$ cat config.mk
export PLATFORM = sky130hd
export DESIGN_NAME = posterise_detect
export DESIGN_NICKNAME = d
export VERILOG_FILES = /design/src/rtl/posterise_detect.sv
export SDC_FILE = /design/constraint.sdc
export NUM_CORES = 1
export LEC_CHECK = 0
export BUFFER_PORTS_ARGS = -buffer_cell sky130_fd_sc_hd__buf_2
export CAP_MARGIN = 0
export CORE_MARGIN = 2
export CORE_UTILIZATION = 30
export CTS_CLUSTER_DIAMETER = 200
export DETAILED_ROUTE_END_ITERATION = 12
export PLACE_DENSITY = 0.44
export SLEW_MARGIN = 20
export SYNTH_ARGS = -nofsm -noshare
export SYNTH_HDL_FRONTEND = slang
export SYNTH_SLANG_ARGS = --single-unit
$ cat constraint.sdc
create_clock -name PixelClk -period 4.2 [get_ports PixelClk]
set_clock_uncertainty 0.2 [all_clocks]
set_input_delay 0.63 -clock PixelClk [delete_from_list [all_inputs] [get_ports PixelClk]]
set_output_delay 0.63 -clock PixelClk [all_outputs]
set_load 0.05 [all_outputs]
$ cat src/rtl/posterise_detect.sv
// Detects the upstream posterise level (off, lv1..lv5) by AND-accumulating every active colour byte per frame.
// Latency: status updates one clock after the registered vsync rising edge. No backpressure; the input stream is never stalled.
// Optional POSTERISE_DETECT_STATS_EN adds acc_mask/pix_count outputs latched at each frame end.
module posterise_detect #(
    parameter int MIN_PIXELS  = 1024,
    parameter int LOCK_FRAMES = 3,
    parameter int PIX_CNT_W   = 22
) (
    input  logic                 PixelClk,
    input  logic                 aRst,
    input  logic [23:0]          vid_pData,
    input  logic                 vid_pVDE,
    input  logic                 vid_pVSync,
    output logic [2:0]           mode_out,
    output logic                 mode_locked,
    output logic                 frame_done
`ifdef POSTERISE_DETECT_STATS_EN
    ,
    output logic [7:0]           acc_mask,
    output logic [PIX_CNT_W-1:0] pix_count
`endif
);

    localparam logic [PIX_CNT_W-1:0] MIN_PIX_C = PIX_CNT_W'(MIN_PIXELS);
    localparam logic [PIX_CNT_W-1:0] PIX_MAX_C = '1;
    localparam logic [PIX_CNT_W-1:0] PIX_ONE_C = PIX_CNT_W'(1);
    localparam logic [3:0]           LOCK_C    = 4'(LOCK_FRAMES);
    localparam logic [3:0]           MATCH_MAX = 4'd15;

    // Priority matters: a byte that passes 0x7F also passes every looser mask.
    function automatic logic [2:0] classify(input logic [7:0] a);
        if      ((a & 8'h7F) == 8'h7F) return 3'd1;
        else if ((a & 8'h3D) == 8'h3D) return 3'd2;
        else if ((a & 8'h1F) == 8'h1F) return 3'd3;
        else if ((a & 8'h0F) == 8'h0F) return 3'd4;
        else if ((a & 8'h07) == 8'h07) return 3'd5;
        else                           return 3'd0;
    endfunction

    logic [23:0]          data_q;
    logic                 vde_q;
    logic                 vs_q;
    logic                 vs_prev_q;

    logic [7:0]           acc_q,       acc_d;
    logic [PIX_CNT_W-1:0] pix_cnt_q,   pix_cnt_d;
    logic [2:0]           last_cand_q, last_cand_d;
    logic [3:0]           match_q,     match_d;
    logic [2:0]           mode_q,      mode_d;
    logic                 locked_q,    locked_d;
    logic                 done_q,      done_d;

    logic                 frame_end;
    logic [7:0]           pix_and;
    logic [2:0]           cand;
    logic [3:0]           match_new;
    logic [PIX_CNT_W-1:0] pix_cnt_inc;

    always_ff @(posedge PixelClk or posedge aRst) begin
        if (aRst) begin
            data_q    <= '0;
            vde_q     <= 1'b0;
            vs_q      <= 1'b0;
            vs_prev_q <= 1'b0;
        end else begin
            data_q    <= vid_pData;
            vde_q     <= vid_pVDE;
            vs_q      <= vid_pVSync;
            vs_prev_q <= vs_q;
        end
    end

    assign frame_end   = vs_q & ~vs_prev_q;
    assign pix_and     = data_q[23:16] & data_q[15:8] & data_q[7:0];
    assign cand        = classify(acc_q);
    assign pix_cnt_inc = (pix_cnt_q == PIX_MAX_C) ? pix_cnt_q : pix_cnt_q + PIX_ONE_C;

    always_comb begin
        acc_d       = acc_q;
        pix_cnt_d   = pix_cnt_q;
        last_cand_d = last_cand_q;
        match_d     = match_q;
        mode_d      = mode_q;
        locked_d    = locked_q;
        done_d      = 1'b0;
        match_new   = 4'd1;

        if (cand == last_cand_q)
            match_new = (match_q == MATCH_MAX) ? match_q : match_q + 4'd1;

        if (frame_end) begin
            done_d    = 1'b1;
            // An active pixel coinciding with the sync edge belongs to the next frame.
            acc_d     = vde_q ? pix_and   : 8'hFF;
            pix_cnt_d = vde_q ? PIX_ONE_C : '0;
            if (pix_cnt_q >= MIN_PIX_C) begin
                last_cand_d = cand;
                match_d     = match_new;
                if (cand != last_cand_q)
                    locked_d = 1'b0;
                if (match_new >= LOCK_C) begin
                    mode_d   = cand;
                    locked_d = 1'b1;
                end
            end
        end else if (vde_q) begin
            acc_d     = acc_q & pix_and;
            pix_cnt_d = pix_cnt_inc;
        end
    end

    always_ff @(posedge PixelClk or posedge aRst) begin
        if (aRst) begin
            acc_q       <= 8'hFF;
            pix_cnt_q   <= '0;
            last_cand_q <= 3'd0;
            match_q     <= 4'd0;
            mode_q      <= 3'd0;
            locked_q    <= 1'b0;
            done_q      <= 1'b0;
        end else begin
            acc_q       <= acc_d;
            pix_cnt_q   <= pix_cnt_d;
            last_cand_q <= last_cand_d;
            match_q     <= match_d;
            mode_q      <= mode_d;
            locked_q    <= locked_d;
            done_q      <= done_d;
        end
    end

    assign mode_out    = mode_q;
    assign mode_locked = locked_q;
    assign frame_done  = done_q;

`ifdef POSTERISE_DETECT_STATS_EN
    logic [7:0]           acc_mask_q;
    logic [PIX_CNT_W-1:0] pix_count_q;

    // Latched for ignored frames too, so short frames remain observable.
    always_ff @(posedge PixelClk or posedge aRst) begin
        if (aRst) begin
            acc_mask_q  <= '0;
            pix_count_q <= '0;
        end else if (frame_end) begin
            acc_mask_q  <= acc_q;
            pix_count_q <= pix_cnt_q;
        end
    end

    assign acc_mask  = acc_mask_q;
    assign pix_count = pix_count_q;
`endif

endmodule

Word level (Yosys, flattened, before mapping)
Index checks and enable logic that the tools add are counted.

word-level totals
  bits in registers = 69
  input port bits = 28
  bits in latches = 0
  RAM bits = 0
  memories kept = 0
  logic and storage cells = 53
  bits in read-only memories = 0
  output and inout port bits = 5

operators by class
  bitwise logic cells = 5
  div/mod/pow operators = 0
  multiply operators = 0
  reductions and logical operators = 6
  muxes and demuxes = 17
  magnitude comparators = 2
  shift-type cells = 0
  equal/unequal tests = 10
  add/sub/neg operators = 2

operator list
  operator                 count
  $mux W22                 3
  $and A8 B8 Y8            3
  $mux W8                  3
  $add A22 B1 Y22 const B  1
  $eq A22 B22 Y1 const B   1
  $ge A22 B11 Y1 const B   1
  $mux W3                  5
  $eq A5 B5 Y1 const B     2
  $eq A4 B4 Y1 const B     2
  $mux W4                  2
  $eq A7 B7 Y1 const B     1
  $reduce_and A3 Y1        2
  $add A4 B1 Y4 const B    1
  $ge A4 B2 Y1 const B     1
  $mux W1                  4
  $reduce_and A2 Y1        2
  $reduce_bool A2 Y1       2
  $eq A3 B3 Y1             1
  $eq A3 B3 Y1 const B     1
  $ne A3 B3 Y1             1
  $ne A2 B2 Y1 const B     1
  $and A1 B1 Y1            1
  $not A1 Y1               1

Logic depth before layout (Yosys ltp)
Gate-level depths: netlist of the first run.

  depth after elaboration = 11
  depth in mapped cells = 9
  gate-level depth less buffers = 7

Worst setup path after synthesis of the first run
Ideal clock, no wire load.

  path kind = register to register
  start point = register acc_q[0]
  end point = register mode_q[0] (netlist: mode_out[0])
  clock period less this slack = 2.258 ns
  arrival = 1.933 ns
  path slack = 1.942 ns
  setup time = 0.125 ns
  data required time = 3.875 ns
  cell stages (with the launch flop) = 7
  path buffers = 0
  path through = dfstp_2 nand4_1 nor3_1 nand3b_1 a311o_1 and3b_1 mux2_2

on the way
  cells in the longest elaborated chain, start to end = 10
  elaborated cells on any way between the ends = 14
  those cells by class = 1 x order compare; 6 x eq/ne; 6 x mux; 1 x reduce/logical

RTL lines
  item                         line  RTL
  start: declaration           45    logic [7:0] acc_q, acc_d;
  start signal: assignment     114   acc_q <= 8'hFF;
  start signal: assignment     122   acc_q <= acc_d;
  $eq A3 B3 Y1                 36    else if ((a & 8'h07) == 8'h07) return 3'd5;
  $mux W3                      36
  $mux W3                      35    else if ((a & 8'h0F) == 8'h0F) return 3'd4;
  $mux W3                      34    else if ((a & 8'h1F) == 8'h1F) return 3'd3;
  $mux W3                      33    else if ((a & 8'h3D) == 8'h3D) return 3'd2;
  $mux W3 *                    32    if ((a & 8'h7F) == 8'h7F) return 3'd1;
  $eq A3 B3 Y1                 88    if (cand == last_cand_q)
  $mux W4                      88
  $ge A4 B2 Y1                 101   if (match_new >= LOCK_C) begin
  $reduce_and A3 Y1 (no line)  --
  end signal: assignment       126   mode_q <= mode_d;
  end: declaration             49    logic [2:0] mode_q, mode_d;

Every way passes the cells marked *; elsewhere a longest branch is shown, timed or not.
A chain may end at the register's enable or synchronous reset.

Worst setup path after layout of the first run
  start point = register vs_prev_q
  end point = register pix_cnt_q[13]

on the way
  cells in the longest elaborated chain, start to end = 4
  elaborated cells on any way between the ends = 6
  those cells by class = 1 x eq/ne; 1 x mux; 2 x bitwise; 2 x reduce/logical

RTL lines
  item                                                                 line  RTL
  start: declaration                                                   43    logic vs_prev_q;
  start signal: assignment                                             69    vs_prev_q <= vs_q;
  $not A1 Y1 *                                                         73    assign frame_end = vs_q & ~vs_prev_q;
  $and A1 B1 Y1 *                                                      73
  $ne A2 B2 Y1 (no line) / $reduce_bool A2 Y1 (equally long branches)  --
  $reduce_and A2 Y1 (no line)                                          --
  end signal: assignment                                               123   pix_cnt_q <= pix_cnt_d;
  end: declaration                                                     46    logic [PIX_CNT_W-1:0] pix_cnt_q, pix_cnt_d;

Marked as above.

==> results of run 1 <==
[sequential cells by signal, indices dropped and copies added, names as in the netlist]
signal       count
frame_done       1
match_q          4
vde_q            1
vs_prev_q        1
data_q          21
mode_locked      1
last_cand_q      3
acc_q            7
vs_q             1
mode_out         3
pix_cnt_q       22
[synth_stat cells (4+ instances only)]
master and number:
sky130_fd_sc_hd__clkbuf_1 5, sky130_fd_sc_hd__mux2_2 6, sky130_fd_sc_hd__dfrtp_1 58, sky130_fd_sc_hd__or3_1 6
sky130_fd_sc_hd__nand4_1 4, sky130_fd_sc_hd__o211ai_1 4, sky130_fd_sc_hd__o21ai_0 10, sky130_fd_sc_hd__nor4_1 5
sky130_fd_sc_hd__nor3_1 5, sky130_fd_sc_hd__nand3_1 13, sky130_fd_sc_hd__a21oi_1 23, sky130_fd_sc_hd__and3_1 4
sky130_fd_sc_hd__dfstp_2 7, sky130_fd_sc_hd__inv_1 10, sky130_fd_sc_hd__xnor2_1 9, sky130_fd_sc_hd__nand2_1 16
sky130_fd_sc_hd__nor2_1 28
[worst register-to-register path, cell delays in order (launching register included)]
cell	delay, ns
sky130_fd_sc_hd__dfrtp_1	0.35
sky130_fd_sc_hd__nand2b_1	0.34
sky130_fd_sc_hd__inv_2	0.53
sky130_fd_sc_hd__o2111ai_2	0.29
sky130_fd_sc_hd__a211o_1	0.43
sky130_fd_sc_hd__or4_2	0.57
sky130_fd_sc_hd__nand2_1	0.08
[where the power goes]
group | internal [uW] | leakage [uW] | total [uW] | switching, uW
clock | 279 | 0.000100 | 541 | 262
sequential | 655 | 0.000822 | 676 | 21.0
combinational | 25.1 | 0.000509 | 66.8 | 41.8
total | 959 | 0.00143 | 1280 | 325
[metrics by stage]
| step | total power [uW] | util, % |
|---|---|---|
| after CTS | 1310 | 35.5 |
| final | 1280 | 35.5 |
| after floorplan | 729 | - |
| after detailed placement | 758 | 33.3 |
| after global placement | 756 | 33.3 |
| after global routing | 1350 | 35.5 |
[cell families after synthesis]
logic type | Yosys count | share of synthesized area [%]
AOI/OAI and AO/OA | 51 | 11.5
and+or+nand+nor | 101 | 19.7
adders and majority gates | 3 | 1.36
buffers and inverters | 18 | 2.58
xor gates and xnor gates | 9 | 2.85
DFF | 65 | 59.2
muxes | 7 | 2.81
[layer usage]
layer	global-route usage, %	up-vias
met5	0	-
met4	6.53	0
met3	3.06	12
met2	17.6	41
met1	15.7	939
li1	-	972
[final cells by class]
class	instances	area (um2)	share of cell area, %
sequential	65	1640	50.6
clock inverter	7	77.6	2.40
multi-input combinational	171	1060	32.7
timing repair buffer	31	160	4.95
tap	111	139	4.29
clock buffer	9	124	3.83
inverter	11	41.3	1.28
[worst max path at each step]
stage	from	end	depth (start not counted)
2_1_floorplan	aRst	data_q[0]$_DFF_PP0_	1
3_3_place_gp	vs_prev_q$_DFF_PP0_	pix_cnt_q[13]$_DFFE_PP0P_	6
3_5_place_dp	vs_prev_q$_DFF_PP0_	pix_cnt_q[13]$_DFFE_PP0P_	6
4_1_cts	vs_prev_q$_DFF_PP0_	pix_cnt_q[13]$_DFFE_PP0P_	6
5_1_grt	vs_prev_q$_DFF_PP0_	pix_cnt_q[13]$_DFFE_PP0P_	6
6_report	vs_prev_q$_DFF_PP0_	pix_cnt_q[13]$_DFFE_PP0P_	6
==> impl_metrics.prom, run 1 <==
# TYPE chip_impl_metric gauge
chip_impl_info{name="run_status",value="finished clean"} 1
chip_impl_metric{name="synthDominantCellAreaShare",unit="%"} 52.5
chip_impl_metric{name="netlist-cell-type-count",unit=""} 46
chip_impl_info{name="yosys.area.top_type",value="sky130_fd_sc_hd__dfrtp_1"} 1
chip_impl_metric{name="clock-sinks",unit=""} 65
chip_impl_metric{name="postSynthAreaPerCell",unit="um2"} 10.9
chip_impl_metric{name="largest_incremental_delay_on_the_critical_path",unit="ns"} 0.56
chip_impl_metric{name="postCtsResizedCells",unit=""} 0
chip_impl_metric{name="async_reset_ff_share",unit="%"} 100
chip_impl_metric{name="max-clock-path-buffers",unit=""} 2
chip_impl_metric{name="seq_area_frac_synth",unit="%"} 59.2
chip_impl_metric{name="worstPathMaxFanout",unit=""} 31
chip_impl_metric{name="hold_bufs_inserted_after_cts",unit=""} 0
chip_impl_metric{name="clk-insertion-delay-late",unit="ns"} 0.34
chip_impl_metric{name="wl",unit="mm"} 5.24
chip_impl_metric{name="irDropWorstVdd",unit="mV"} 0.154
chip_impl_metric{name="gp_congestion",unit=""} 0.788
chip_impl_metric{name="layout_worst_path_cycle_share",unit="%"} 67.9
chip_impl_metric{name="drtPass1Iterations",unit=""} 4
chip_impl_info{name="setup.worst_path.class",value="reg -> reg"} 1
chip_impl_metric{name="hold_path_depth",unit=""} 0
chip_impl_metric{name="die_h",unit="um"} 100
chip_impl_metric{name="placement.io_buffers",unit=""} 29
chip_impl_metric{name="fillerInstances",unit=""} 936
chip_impl_info{name="clock_tree.root_cell",value="sky130_fd_sc_hd__clkbuf_8"} 1
chip_impl_metric{name="grt_pass1_vias",unit=""} 1935
chip_impl_info{name="routed.top_layer",value="met4"} 1
chip_impl_metric{name="total_die_area",unit="um2"} 10000
chip_impl_metric{name="setup_viol_count_final",unit=""} 0
chip_impl_metric{name="place_area",unit="um2"} 3030
chip_impl_info{name="synth.top_cells.by_area",value="sky130_fd_sc_hd__dfrtp_1 (53%), sky130_fd_sc_hd__dfstp_2 (6.7%), sky130_fd_sc_hd__a21oi_1 (4.2%)"} 1
chip_impl_metric{name="max_cap_viol_count",unit=""} 0
chip_impl_metric{name="critPathBufInv",unit=""} 1
chip_impl_metric{name="synth-seq-cells",unit=""} 65
chip_impl_metric{name="groute.usage.overall",unit="%"} 11.8
chip_impl_metric{name="overflow",unit=""} 0
chip_impl_metric{name="cts_inserted_buffers",unit=""} 9
chip_impl_metric{name="drcViolationCount",unit=""} 0
chip_impl_info{name="rsz_0062_raised_after_global_routing",value="no"} 1
chip_impl_info{name="critPathSlowestCell",value="sky130_fd_sc_hd__or4_2"} 1
chip_impl_metric{name="total_leakage_power",unit="uW"} 0.00143
chip_impl_info{name="crit_path_cell_trace",value="nand2b_1 > inv_2 > o2111ai_2 > a211o_1 > or4_2 > nand2_1"} 1
chip_impl_metric{name="finalSetupTns",unit="ns"} 0
chip_impl_metric{name="power_density_cells",unit="nW/um2"} 397
chip_impl_metric{name="transition_time_at_the_pin_with_the_least_slew_margin",unit="ns"} 0.844
chip_impl_metric{name="dr_wl_met2",unit="mm"} 2.32
chip_impl_metric{name="grt_pass1_wl",unit="mm"} 9.23
chip_impl_metric{name="cp_data_arrival_time",unit="ns"} 2.93
chip_impl_metric{name="initial_core_util",unit="%"} 30.3
chip_impl_info{name="tritoncts",value="built"} 1
chip_impl_info{name="worstHoldEndpoint",value="vs_prev_q$_DFF_PP0_"} 1
chip_impl_metric{name="met1_length",unit="mm"} 2.60
chip_impl_metric{name="max_freq",unit="GHz"} 0.351
chip_impl_metric{name="vias",unit=""} 1964
chip_impl_info{name="synth_flop_cell",value="sky130_fd_sc_hd__dfrtp_1"} 1
chip_impl_metric{name="met3RoutedLength",unit="um"} 197
chip_impl_metric{name="ys.warnings.count",unit=""} 0
chip_impl_metric{name="drive_above_1_share",unit="%"} 24.1
chip_impl_metric{name="antenna_found_initial",unit=""} 0
chip_impl_info{name="timing.critical_path.to_type",value="register"} 1
chip_impl_info{name="crit_path_start_kind",value="register"} 1
chip_impl_info{name="layout.cells.most_common_list",value="sky130_fd_sc_hd__dfrtp_1 (58), sky130_fd_sc_hd__buf_2 (29), sky130_fd_sc_hd__nor2_1 (28)"} 1
chip_impl_metric{name="place_hpwl",unit="mm"} 3.38
chip_impl_metric{name="mapped_area",unit="um2"} 2760
chip_impl_metric{name="area_growth_syn_to_layout",unit="%"} 17.0
chip_impl_info{name="critical-path-top-delay-family",value="simple AND/OR/NAND/NOR gates"} 1
chip_impl_metric{name="h-tree-depth",unit=""} 3
chip_impl_info{name="commonest_non_fill_non_tap_cell_in_the_layout",value="sky130_fd_sc_hd__dfrtp_1"} 1
chip_impl_metric{name="rows",unit=""} 35
chip_impl_metric{name="ioPinCount",unit=""} 33
chip_impl_info{name="r2r_start",value="vs_prev_q$_DFF_PP0_"} 1
chip_impl_metric{name="routedWlPerCell",unit="um"} 12.9
chip_impl_metric{name="setup_ws",unit="ns"} 1.35
chip_impl_metric{name="post_drt_antenna_nets",unit=""} 0
chip_impl_metric{name="cts.clk_slew.worst_paths",unit="ns"} 0.08
chip_impl_metric{name="relative_slew_margins",unit="%"} 43.6
chip_impl_metric{name="crit_required",unit="ns"} 4.28
chip_impl_metric{name="finish.instance_area",unit="um2"} 3230
chip_impl_metric{name="finish.net_count",unit=""} 320
chip_impl_info{name="rr_endpoint",value="pix_cnt_q[13]$_DFFE_PP0P_"} 1
chip_impl_metric{name="worst_hold_slack",unit="ns"} 0.190
chip_impl_info{name="hp_class",value="reg -> reg"} 1
chip_impl_metric{name="fin_cells",unit=""} 405
chip_impl_metric{name="fp.dieW",unit="um"} 100
chip_impl_metric{name="synth_edf_count",unit=""} 0
chip_impl_metric{name="dp.cells",unit=""} 389
chip_impl_metric{name="avgViaCountPerCell",unit=""} 4.85
chip_impl_metric{name="ff2ff_setup_slack",unit="ns"} 1.35
chip_impl_metric{name="r2r_cells",unit=""} 6
chip_impl_metric{name="postSynthCellCount",unit=""} 254
chip_impl_metric{name="core_region_area",unit="um2"} 9110
chip_impl_info{name="holdCritStartpoint",value="vs_q$_DFF_PP0_"} 1
chip_impl_metric{name="timing.final.crit_period",unit="ns"} 2.85
chip_impl_metric{name="place_worst_setup_slack",unit="ns"} 1.31
chip_impl_metric{name="antenna_cells",unit=""} 0
chip_impl_metric{name="number_of_setup_buffers_added_after_cts",unit=""} 0
chip_impl_metric{name="post_syn_nets",unit=""} 285
chip_impl_metric{name="drt-initial-drc-count",unit=""} 69
chip_impl_metric{name="slew_violations",unit=""} 0
chip_impl_metric{name="grt_max_degree",unit=""} 40
chip_impl_metric{name="timing.final.hold_violations",unit=""} 0
Note: power is estimated with default switching activity, not from simulation.
==> inputs of run 2 (changes only) <==
- clock period: 4.2 -> 2.7 ns (I/O delays scaled with it)
==> impl_metrics.prom, run 2 (synthesis gave the netlist of run 1 again) <==
# TYPE chip_impl_metric gauge
chip_impl_info{name="timing.critical_path.to_type",value="register"} 1
chip_impl_info{name="critical-path-top-delay-family",value="compound AO/OA/AOI/OAI gates"} 1
chip_impl_metric{name="worstPathMaxFanout",unit=""} 6
chip_impl_metric{name="transition_time_at_the_pin_with_the_least_slew_margin",unit="ns"} 0.418
chip_impl_metric{name="cp_data_arrival_time",unit="ns"} 2.55
chip_impl_metric{name="area_growth_syn_to_layout",unit="%"} 27.2
chip_impl_metric{name="die_h",unit="um"} 100
chip_impl_metric{name="rows",unit=""} 35
chip_impl_metric{name="clk-insertion-delay-late",unit="ns"} 0.34
chip_impl_info{name="layout.cells.most_common_list",value="sky130_fd_sc_hd__dfrtp_1 (58), sky130_fd_sc_hd__buf_2 (29), sky130_fd_sc_hd__nor2_1 (28)"} 1
chip_impl_info{name="run_status",value="finished clean"} 1
chip_impl_metric{name="fp.dieW",unit="um"} 100
chip_impl_metric{name="place_hpwl",unit="mm"} 3.45
chip_impl_metric{name="setup_viol_count_final",unit=""} 0
chip_impl_metric{name="critPathBufInv",unit=""} 0
chip_impl_metric{name="groute.usage.overall",unit="%"} 12.1
chip_impl_info{name="hp_class",value="reg -> reg"} 1
chip_impl_metric{name="antenna_cells",unit=""} 0
chip_impl_info{name="reg_top3",value="pix_cnt_q: 22 flops, data_q: 21 flops, acc_q: 7 flops"} 1
chip_impl_metric{name="total_die_area",unit="um2"} 10000
chip_impl_metric{name="largest_incremental_delay_on_the_critical_path",unit="ns"} 0.58
chip_impl_metric{name="cts.clk_slew.worst_paths",unit="ns"} 0.08
chip_impl_metric{name="place_area",unit="um2"} 3070
chip_impl_metric{name="grt_pass1_wl",unit="mm"} 9.39
chip_impl_metric{name="initial_core_util",unit="%"} 30.3
chip_impl_metric{name="max_cap_viol_count",unit=""} 0
chip_impl_info{name="setup.worst_path.class",value="reg -> reg"} 1
chip_impl_metric{name="largest_register_ffs",unit=""} 22
chip_impl_metric{name="wl",unit="mm"} 5.37
chip_impl_metric{name="finish.net_count",unit=""} 347
chip_impl_metric{name="timing.final.hold_violations",unit=""} 0
chip_impl_info{name="critPathSlowestCell",value="sky130_fd_sc_hd__dfstp_2"} 1
chip_impl_metric{name="overflow",unit=""} 0
chip_impl_metric{name="dp.cells",unit=""} 392
chip_impl_info{name="tritoncts",value="built"} 1
chip_impl_info{name="registers.top_by_ff_count",value="pix_cnt_q"} 1
chip_impl_metric{name="clock-sinks",unit=""} 65
chip_impl_info{name="commonest_non_fill_non_tap_cell_in_the_layout",value="sky130_fd_sc_hd__dfrtp_1"} 1
chip_impl_info{name="rsz_0062_raised_after_global_routing",value="no"} 1
chip_impl_metric{name="grt_pass1_vias",unit=""} 2069
chip_impl_metric{name="vias",unit=""} 2076
chip_impl_metric{name="finish.instance_area",unit="um2"} 3510
chip_impl_metric{name="layout_worst_path_cycle_share",unit="%"} 93.4
chip_impl_metric{name="antenna_found_initial",unit=""} 0
chip_impl_metric{name="finalSetupTns",unit="ns"} 0
chip_impl_metric{name="routedWlPerCell",unit="um"} 12.4
chip_impl_metric{name="gp_congestion",unit=""} 0.741
chip_impl_info{name="crit_path_cell_trace",value="nand3_1 > a21oi_1 > nand3b_1 > a311o_1 > and3b_1 > mux2_2"} 1
chip_impl_metric{name="fillerInstances",unit=""} 906
chip_impl_metric{name="max_freq",unit="GHz"} 0.397
chip_impl_metric{name="drive_above_1_share",unit="%"} 23.4
chip_impl_metric{name="relative_slew_margins",unit="%"} 72.0
chip_impl_info{name="crit_path_start_kind",value="register"} 1
chip_impl_metric{name="drtPass1Iterations",unit=""} 4
chip_impl_metric{name="max-clock-path-buffers",unit=""} 2
chip_impl_info{name="clock_tree.root_cell",value="sky130_fd_sc_hd__clkbuf_8"} 1
chip_impl_metric{name="placement.io_buffers",unit=""} 29
chip_impl_metric{name="grt_max_degree",unit=""} 66
chip_impl_metric{name="drt-initial-drc-count",unit=""} 50
chip_impl_metric{name="worst_hold_slack",unit="ns"} 0.188
chip_impl_metric{name="post-route-util",unit="%"} 38.6
chip_impl_metric{name="ioPinCount",unit=""} 33
chip_impl_metric{name="irDropWorstVdd",unit="mV"} 0.313
chip_impl_metric{name="total_leakage_power",unit="uW"} 0.00155
chip_impl_metric{name="crit_required",unit="ns"} 2.73
chip_impl_metric{name="cts_inserted_buffers",unit=""} 9
chip_impl_metric{name="fin_cells",unit=""} 432
chip_impl_metric{name="core_region_area",unit="um2"} 9110
chip_impl_metric{name="timing.final.crit_period",unit="ns"} 2.52
chip_impl_metric{name="drcViolationCount",unit=""} 0
chip_impl_metric{name="slew_violations",unit=""} 0
chip_impl_metric{name="power_density_cells",unit="nW/um2"} 579
chip_impl_metric{name="number_of_setup_buffers_added_after_cts",unit=""} 0
chip_impl_metric{name="h-tree-depth",unit=""} 3
chip_impl_metric{name="post_drt_antenna_nets",unit=""} 0
chip_impl_metric{name="avgViaCountPerCell",unit=""} 4.81
## run 2: metal layers
| metal | global-route usage, % | share of wire (%) |
|---|---|---|
| met1 | 15.5 | 50 |
| met2 | 18.7 | 45 |
| met3 | 3.13 | 2.8 |
| met4 | 6.95 | 2.4 |
| met5 | 0 | 0 |
## run 2: final timing paths
check	startpoint	slack (ns)	cells past startpoint	end
min	vs_q$_DFF_PP0_	0.19	0	vs_prev_q$_DFF_PP0_
min reg2reg	vs_q$_DFF_PP0_	0.19	0	vs_prev_q$_DFF_PP0_
max reg2reg	acc_q[1]$_DFFE_PP1P_	0.18	6	mode_out[0]$_DFFE_PP0P_
min in group asynchronous	aRst	0.48	4	pix_cnt_q[15]$_DFFE_PP0P_
max	acc_q[1]$_DFFE_PP1P_	0.18	6	mode_out[0]$_DFFE_PP0P_
max in group asynchronous	aRst	1.51	4	acc_q[5]$_DFFE_PP1P_
## run 2: area by class of cell
type | count | area (um2) | area share, %
timing repair buffer | 58 | 435 | 12.4
sequential | 65 | 1640 | 46.5
clock buffer | 9 | 124 | 3.52
tap | 111 | 139 | 3.95
clock inverter | 7 | 77.6 | 2.21
multi-input combinational | 171 | 1060 | 30.2
inverter | 11 | 41.3 | 1.17
## run 2: worst reg2reg max path, delay by kind of cell (launching register included)
| kind | cells | cell delay, ns |
|---|---|---|
| simple gates | 3 | 0.56 |
| flops | 1 | 0.58 |
| mux | 1 | 0.34 |
| compound gates | 2 | 0.72 |
## run 2: where the power goes
group	internal [uW]	switching (uW)	leakage, uW
registers	1020	31.2	0.000822
logic	66.5	70.1	0.000629
clock network	436	413	0.000101
total	1520	514	0.00155
## run 2: per-stage QoR
stage | total power, uW | setup WS [ns]
floorplan | 1130 | 0.442
global placement | 1180 | 0.182
detailed placement | 1180 | 0.155
CTS | 2070 | 0.131
global route | 2150 | 0.0379
finish | 2040 | 0.179
## run 2: repair_timing
item	in CTS	in global routing
endpoints found under the setup margin	0	3
gates resized for setup	0	1
hold buffers	24	0
endpoints found under the hold margin	81	0
